$ cat config.mk
export PLATFORM = sky130hd
export DESIGN_NAME = timer_capture
export DESIGN_NICKNAME = d
export VERILOG_FILES = /design/src/rtl/timer_capture.sv
export SDC_FILE = /design/constraint.sdc
export NUM_CORES = 1
export LEC_CHECK = 0
export CAP_MARGIN = 30
export CELL_PAD_IN_SITES_DETAIL_PLACEMENT = 1
export CELL_PAD_IN_SITES_GLOBAL_PLACEMENT = 2
export CORE_MARGIN = 5
export CORE_UTILIZATION = 41
export DETAILED_ROUTE_END_ITERATION = 10
export GPL_TIMING_DRIVEN = 1
export HOLD_SLACK_MARGIN = 0.15
export PLACE_DENSITY_LB_ADDON = 0.05
export SLEW_MARGIN = 30
export SYNTH_ARGS = -nofsm -noshare
export SYNTH_HDL_FRONTEND = slang
export SYNTH_SLANG_ARGS = --single-unit
$ cat constraint.sdc
create_clock -name clk -period 2.7 [get_ports clk]
set_clock_uncertainty 0.05 [all_clocks]
set_input_delay 0.27 -clock clk [delete_from_list [all_inputs] [get_ports clk]]
set_output_delay 0.27 -clock clk [all_outputs]
set_load 0.01 [all_outputs]
$ cat src/rtl/timer_capture.sv
// timer_capture: timestamps selected edges of an async pin into a first-word fall-through FIFO.
// Optional glitch filter in front of the edge detector: define TIMER_CAPTURE_FILTER_EN.
module timer_capture #(
  parameter int FIFO_DEPTH = 4,
  parameter int FILTER_LEN = 3
) (
  input  logic                          clk,
  input  logic                          rst_n,
  input  logic                          i_en,
  input  logic [1:0]                    i_edge_sel,
  input  logic                          i_cap_in,
  input  logic [31:0]                   i_cnt_value,
  output logic                          o_cap_valid,
  input  logic                          i_cap_ready,
  output logic [31:0]                   o_cap_value,
  output logic                          o_cap_edge,
  output logic [$clog2(FIFO_DEPTH):0]   o_fifo_level,
  output logic                          o_overflow,
  input  logic                          i_overflow_clr,
  output logic                          o_cap_irq
);

  localparam int AW = $clog2(FIFO_DEPTH);
  localparam int LW = AW + 1;
`ifdef TIMER_CAPTURE_FILTER_EN
  // Arming also spans the filter delay so a pin held high through reset stays silent.
  localparam int ARM_CYCLES = 3 + FILTER_LEN;
`else
  localparam int ARM_CYCLES = 3;
`endif
  localparam int ARM_W = $clog2(ARM_CYCLES + 1);

  logic             sync1;
  logic             sync2;
  logic             prev;
  logic             lvl;
  logic [ARM_W-1:0] arm_cnt;
  logic             armed;

  assign armed = (arm_cnt == ARM_W'(ARM_CYCLES));

  always_ff @(posedge clk) begin
    if (!rst_n) begin
      sync1   <= 1'b0;
      sync2   <= 1'b0;
      prev    <= 1'b0;
      arm_cnt <= '0;
    end else begin
      sync1 <= i_cap_in;
      sync2 <= sync1;
      prev  <= lvl;
      if (!armed) arm_cnt <= arm_cnt + ARM_W'(1);
    end
  end

`ifdef TIMER_CAPTURE_FILTER_EN
  localparam int FW = (FILTER_LEN > 1) ? $clog2(FILTER_LEN) : 1;

  logic [FW-1:0] flt_cnt;
  logic          flt_lvl;

  // Down-counter reloads whenever sync2 agrees; the level flips on terminal count.
  always_ff @(posedge clk) begin
    if (!rst_n) begin
      flt_lvl <= 1'b0;
      flt_cnt <= FW'(FILTER_LEN - 1);
    end else if (sync2 == flt_lvl) begin
      flt_cnt <= FW'(FILTER_LEN - 1);
    end else if (flt_cnt == '0) begin
      flt_lvl <= sync2;
      flt_cnt <= FW'(FILTER_LEN - 1);
    end else begin
      flt_cnt <= flt_cnt - FW'(1);
    end
  end

  assign lvl = flt_lvl;
`else
  assign lvl = sync2;
`endif

  logic edge_det;
  logic sel_hit;
  logic push_req;
  logic pop;
  logic full;
  logic push_ok;
  logic drop;

  assign edge_det = armed & (lvl ^ prev);

  always_comb begin
    sel_hit = 1'b0;
    case (i_edge_sel)
      2'b00:   sel_hit = edge_det & lvl;
      2'b01:   sel_hit = edge_det & ~lvl;
      2'b10:   sel_hit = edge_det;
      default: sel_hit = 1'b0;
    endcase
  end

  assign push_req = i_en & sel_hit;

  logic [31:0]   val_mem  [FIFO_DEPTH];
  logic          edge_mem [FIFO_DEPTH];
  logic [AW-1:0] wr_ptr;
  logic [AW-1:0] rd_ptr;
  logic [LW-1:0] level;

  assign full        = (level == LW'(FIFO_DEPTH));
  assign o_cap_valid = (level != '0);
  assign pop         = o_cap_valid & i_cap_ready;
  // A full FIFO still accepts a capture when the head leaves in the same cycle.
  assign push_ok     = push_req & (~full | pop);
  assign drop        = push_req & full & ~pop;

  always_ff @(posedge clk) begin
    if (push_ok) begin
      val_mem[wr_ptr]  <= i_cnt_value;
      edge_mem[wr_ptr] <= lvl;
    end
  end

  always_ff @(posedge clk) begin
    if (!rst_n) begin
      wr_ptr     <= '0;
      rd_ptr     <= '0;
      level      <= '0;
      o_overflow <= 1'b0;
      o_cap_irq  <= 1'b0;
    end else begin
      if (push_ok) wr_ptr <= wr_ptr + AW'(1);
      if (pop)     rd_ptr <= rd_ptr + AW'(1);
      case ({push_ok, pop})
        2'b10:   level <= level + LW'(1);
        2'b01:   level <= level - LW'(1);
        default: level <= level;
      endcase
      if (drop)                o_overflow <= 1'b1;
      else if (i_overflow_clr) o_overflow <= 1'b0;
      o_cap_irq <= push_ok;
    end
  end

  assign o_fifo_level = level;
  assign o_cap_value  = o_cap_valid ? val_mem[rd_ptr] : '0;
  assign o_cap_edge   = o_cap_valid & edge_mem[rd_ptr];

endmodule

==> results.json <==
{
  "pin_count_of_the_biggest_net_entering_global_routing": 36,
  "syn_area_um2": 5720,
  "viasPerCell": 4.98,
  "critical_path_class": "flop to output pin",
  "timing.fmax_ghz": 0.388,
  "report.final.setup_viol": 0,
  "slew_limit_fails": 0,
  "grt_antenna_before_repair": 0,
  "cts.repair_timing.setup_buffer_count": 0,
  "count_of_antenna_diodes_in_the_layout": 0,
  "timing.critical_path.to_type": "output pin",
  "post_synthesis_average_cell_area_um2": 20.1,
  "number_of_global_route_vias_before_repair": 3116,
  "post_cts.resized_instances": 0,
  "via_count": 2841,
  "finalHoldViolCount": 0,
  "root_buffer": "clkbuf_16",
  "vdd.ir_drop.worst_mv": 0.447,
  "power.share.switching_pct": 21.3,
  "place.gp.congestion": 0.688,
  "final_cell_mix": "132 x edfxtp_1, 78 x clkdlybuf4s50_1, 42 x and2_1",
  "outcome": "complete, no violations",
  "timing.setup.tns_ns": 0,
  "period_needed_ns": 2.58,
  "dpl_worst_slack_ns": 0.271,
  "globalRouteTotalUtil_pct": 14.3,
  "setup_slack_ns": 0.120,
  "nNetsFinal": 425,
  "worstPathArrival_ns": 2.26,
  "detail-route-antenna-nets": 0,
  "syn-num-nets": 331,
  "max_slew.worst_pin.slew_ns": 0.536,
  "synth.ff_latch_count": 148,
  "final_util_pct": 53.6,
  "numClockSinks": 148,
  "routedWlPerCell_um": 19.0,
  "post_route_cells_drive_above_1_share_pct": 19.9,
  "worstSkewPairLatency_ns": 0.41,
  "tritoncts": "yes",
  "initial_utilization_pct": 41.6,
  "synth_seq_area_share_pct": 74.9,
  "timing.max_cap.violations": 0,
  "die-width_um": 128,
  "drt-total-wl_mm": 10.9,
  "cellInternalPower_uw": 4240,
  "num-fill-cells": 1284,
  "min-delay-path-class": "primary input to flop",
  "yosys_warnings": 0,
  "leakagePower_uw": 0.00239,
  "worst_slew_margin_rel_pct": 64.2,
  "synth_edf_count": 132,
  "area_delta_synth_final_pct": 28.9,
  "cts-buffers-inserted": 17,
  "placement_rows": 43,
  "cts_max_path_buffers": 2,
  "crit_required_ns": 2.38,
  "dp_hpwl_mm": 6.70,
  "clock_tree.htree_level_count": 4,
  "whs_ns": 0.391,
  "first_iter_violations": 142,
  "path_clk_slew_ns": 0.06,
  "setup_repair_after_global_routing_missed_its_margin": "no",
  "postSynthCellCount": 285,
  "mostFrequentLayoutCell": "edfxtp_1",
  "share_seq_of_total_power_pct": 47.1,
  "final_min_period_over_clock_period_pct": 95.5,
  "sw_power_uw": 1150,
  "post_synth_num_cell_types": 26,
  "core_area_um2": 13800,
  "postCtsHoldBufs": 0,
  "route.detailed.drc": 0,
  "ys.flop_type": "edfxtp_1",
  "die_height_um": 128,
  "combPwrFrac_pct": 12.7,
  "power_per_cell_area_nw_per_um2": 729,
  "numPlacedInstances": 540,
  "final_cell_count_no_fill": 571,
  "cp-start-kind": "flop",
  "design.portCount": 79,
  "floorplan.die_area_um2": 16400,
  "grt_first_pass_wirelength_mm": 17.2,
  "share_clk_of_total_power_pct": 40.2,
  "globalRouteOverflowTotal": 0,
  "port_buffers": 78,
  "drt-pass1-iter-count": 4,
  "async_reset_ff_share_pct": 0,
  "timing.critical_path.fanout_max": 12
}
==> registers in the layout, summed over array words and instances, names as in the netlist, named ones only <==
name / flops
val_mem: 128
edge_mem: 4
o_fifo_level: 3
arm_cnt: 2
rd_ptr: 2
wr_ptr: 2
lvl: 1
o_cap_irq: 1
o_overflow: 1
prev: 1
sync1: 1
==> routing by layer <==
metal	vias up	track usage [%]	share of wire, %
met1	1465	17.4	43
li1	1304	-	-
met2	59	23.5	50
met3	13	4.54	4.5
met4	0	6.55	1.8
met5	-	0	0
==> final timing paths <==
path	startpoint	to	slack [ns]	cells past startpoint
setup / recovery	flop	o_cap_value[9]	0.12	4
hold / removal	i_cap_in	sync1	0.39	2
setup reg to reg	o_fifo_level[0]	o_fifo_level[2]	0.49	7
hold reg to reg	sync1	lvl	0.39	1
==> cell usage after synthesis (2+ instances only) <==
library cell,count,area [um2]
and2_1,46,288
buf_2,5,25.0
clkbuf_1,9,33.8
dfxtp_1,16,320
edfxtp_1,132,3960
ha_1,5,62.6
inv_1,2,7.51
mux2i_1,5,50.1
mux4_2,33,743
nand2_1,6,22.5
nand2b_1,4,25.0
nor2b_1,4,25.0
xnor2_1,5,43.8
==> stage by stage <==
| step | total power, uW | cell area [um2] |
|---|---|---|
| 2_1_floorplan | 2920 | 5720 |
| 3_3_place_gp | 3270 | 6830 |
| 3_5_place_dp | 3280 | 6830 |
| 4_1_cts | 5460 | 7380 |
| 5_1_grt | 5600 | 7380 |
| 6_report | 5380 | 7380 |
==> worst max-delay path, stage by stage (launching register included) <==
cell	delay, ns
dfxtp_2	0.36
buf_4	0.28
mux4_2	0.54
and2_1	0.18
clkdlybuf4s50_1	0.47
==> power groups by stage <==
| stage | logic [uW] | registers (uW) | clock network [uW] |
|---|---|---|---|
| floorplan | 347 | 2580 | 0 |
| global placement | 695 | 2580 | 0 |
| detailed placement | 701 | 2580 | 0 |
| CTS | 706 | 2530 | 2220 |
| global route | 741 | 2540 | 2330 |
| finish | 683 | 2530 | 2170 |
==> area by class of cell <==
class	instances	area (um2)	share of cell area, %
Sequential cell	148	4290	58.1
Multi-Input combinational cell	120	1370	18.5
Timing Repair Buffer	90	946	12.8
Clock buffer	18	429	5.82
Tap cell	180	225	3.05
Clock inverter	13	118	1.59
Inverter	2	7.51	0.102
==> kinds of logic (layout without fill, tap and decap cells) <==
family                   count (synthesis)  in the layout  synth area share, %
adder cells (fa/ha/maj)                  6              6                 1.44
AND/OR/NAND/NOR                         65             65                 6.89
flip-flops                             148            148                 74.9
buffers and inverters                   17            123                 1.36
multiplexers                            38             38                 13.9
XOR/XNOR                                 5              5                0.765
AO/OA/AOI/OAI                            6              6                0.831
No activity file was read; power rests on OpenSTA's default activity.
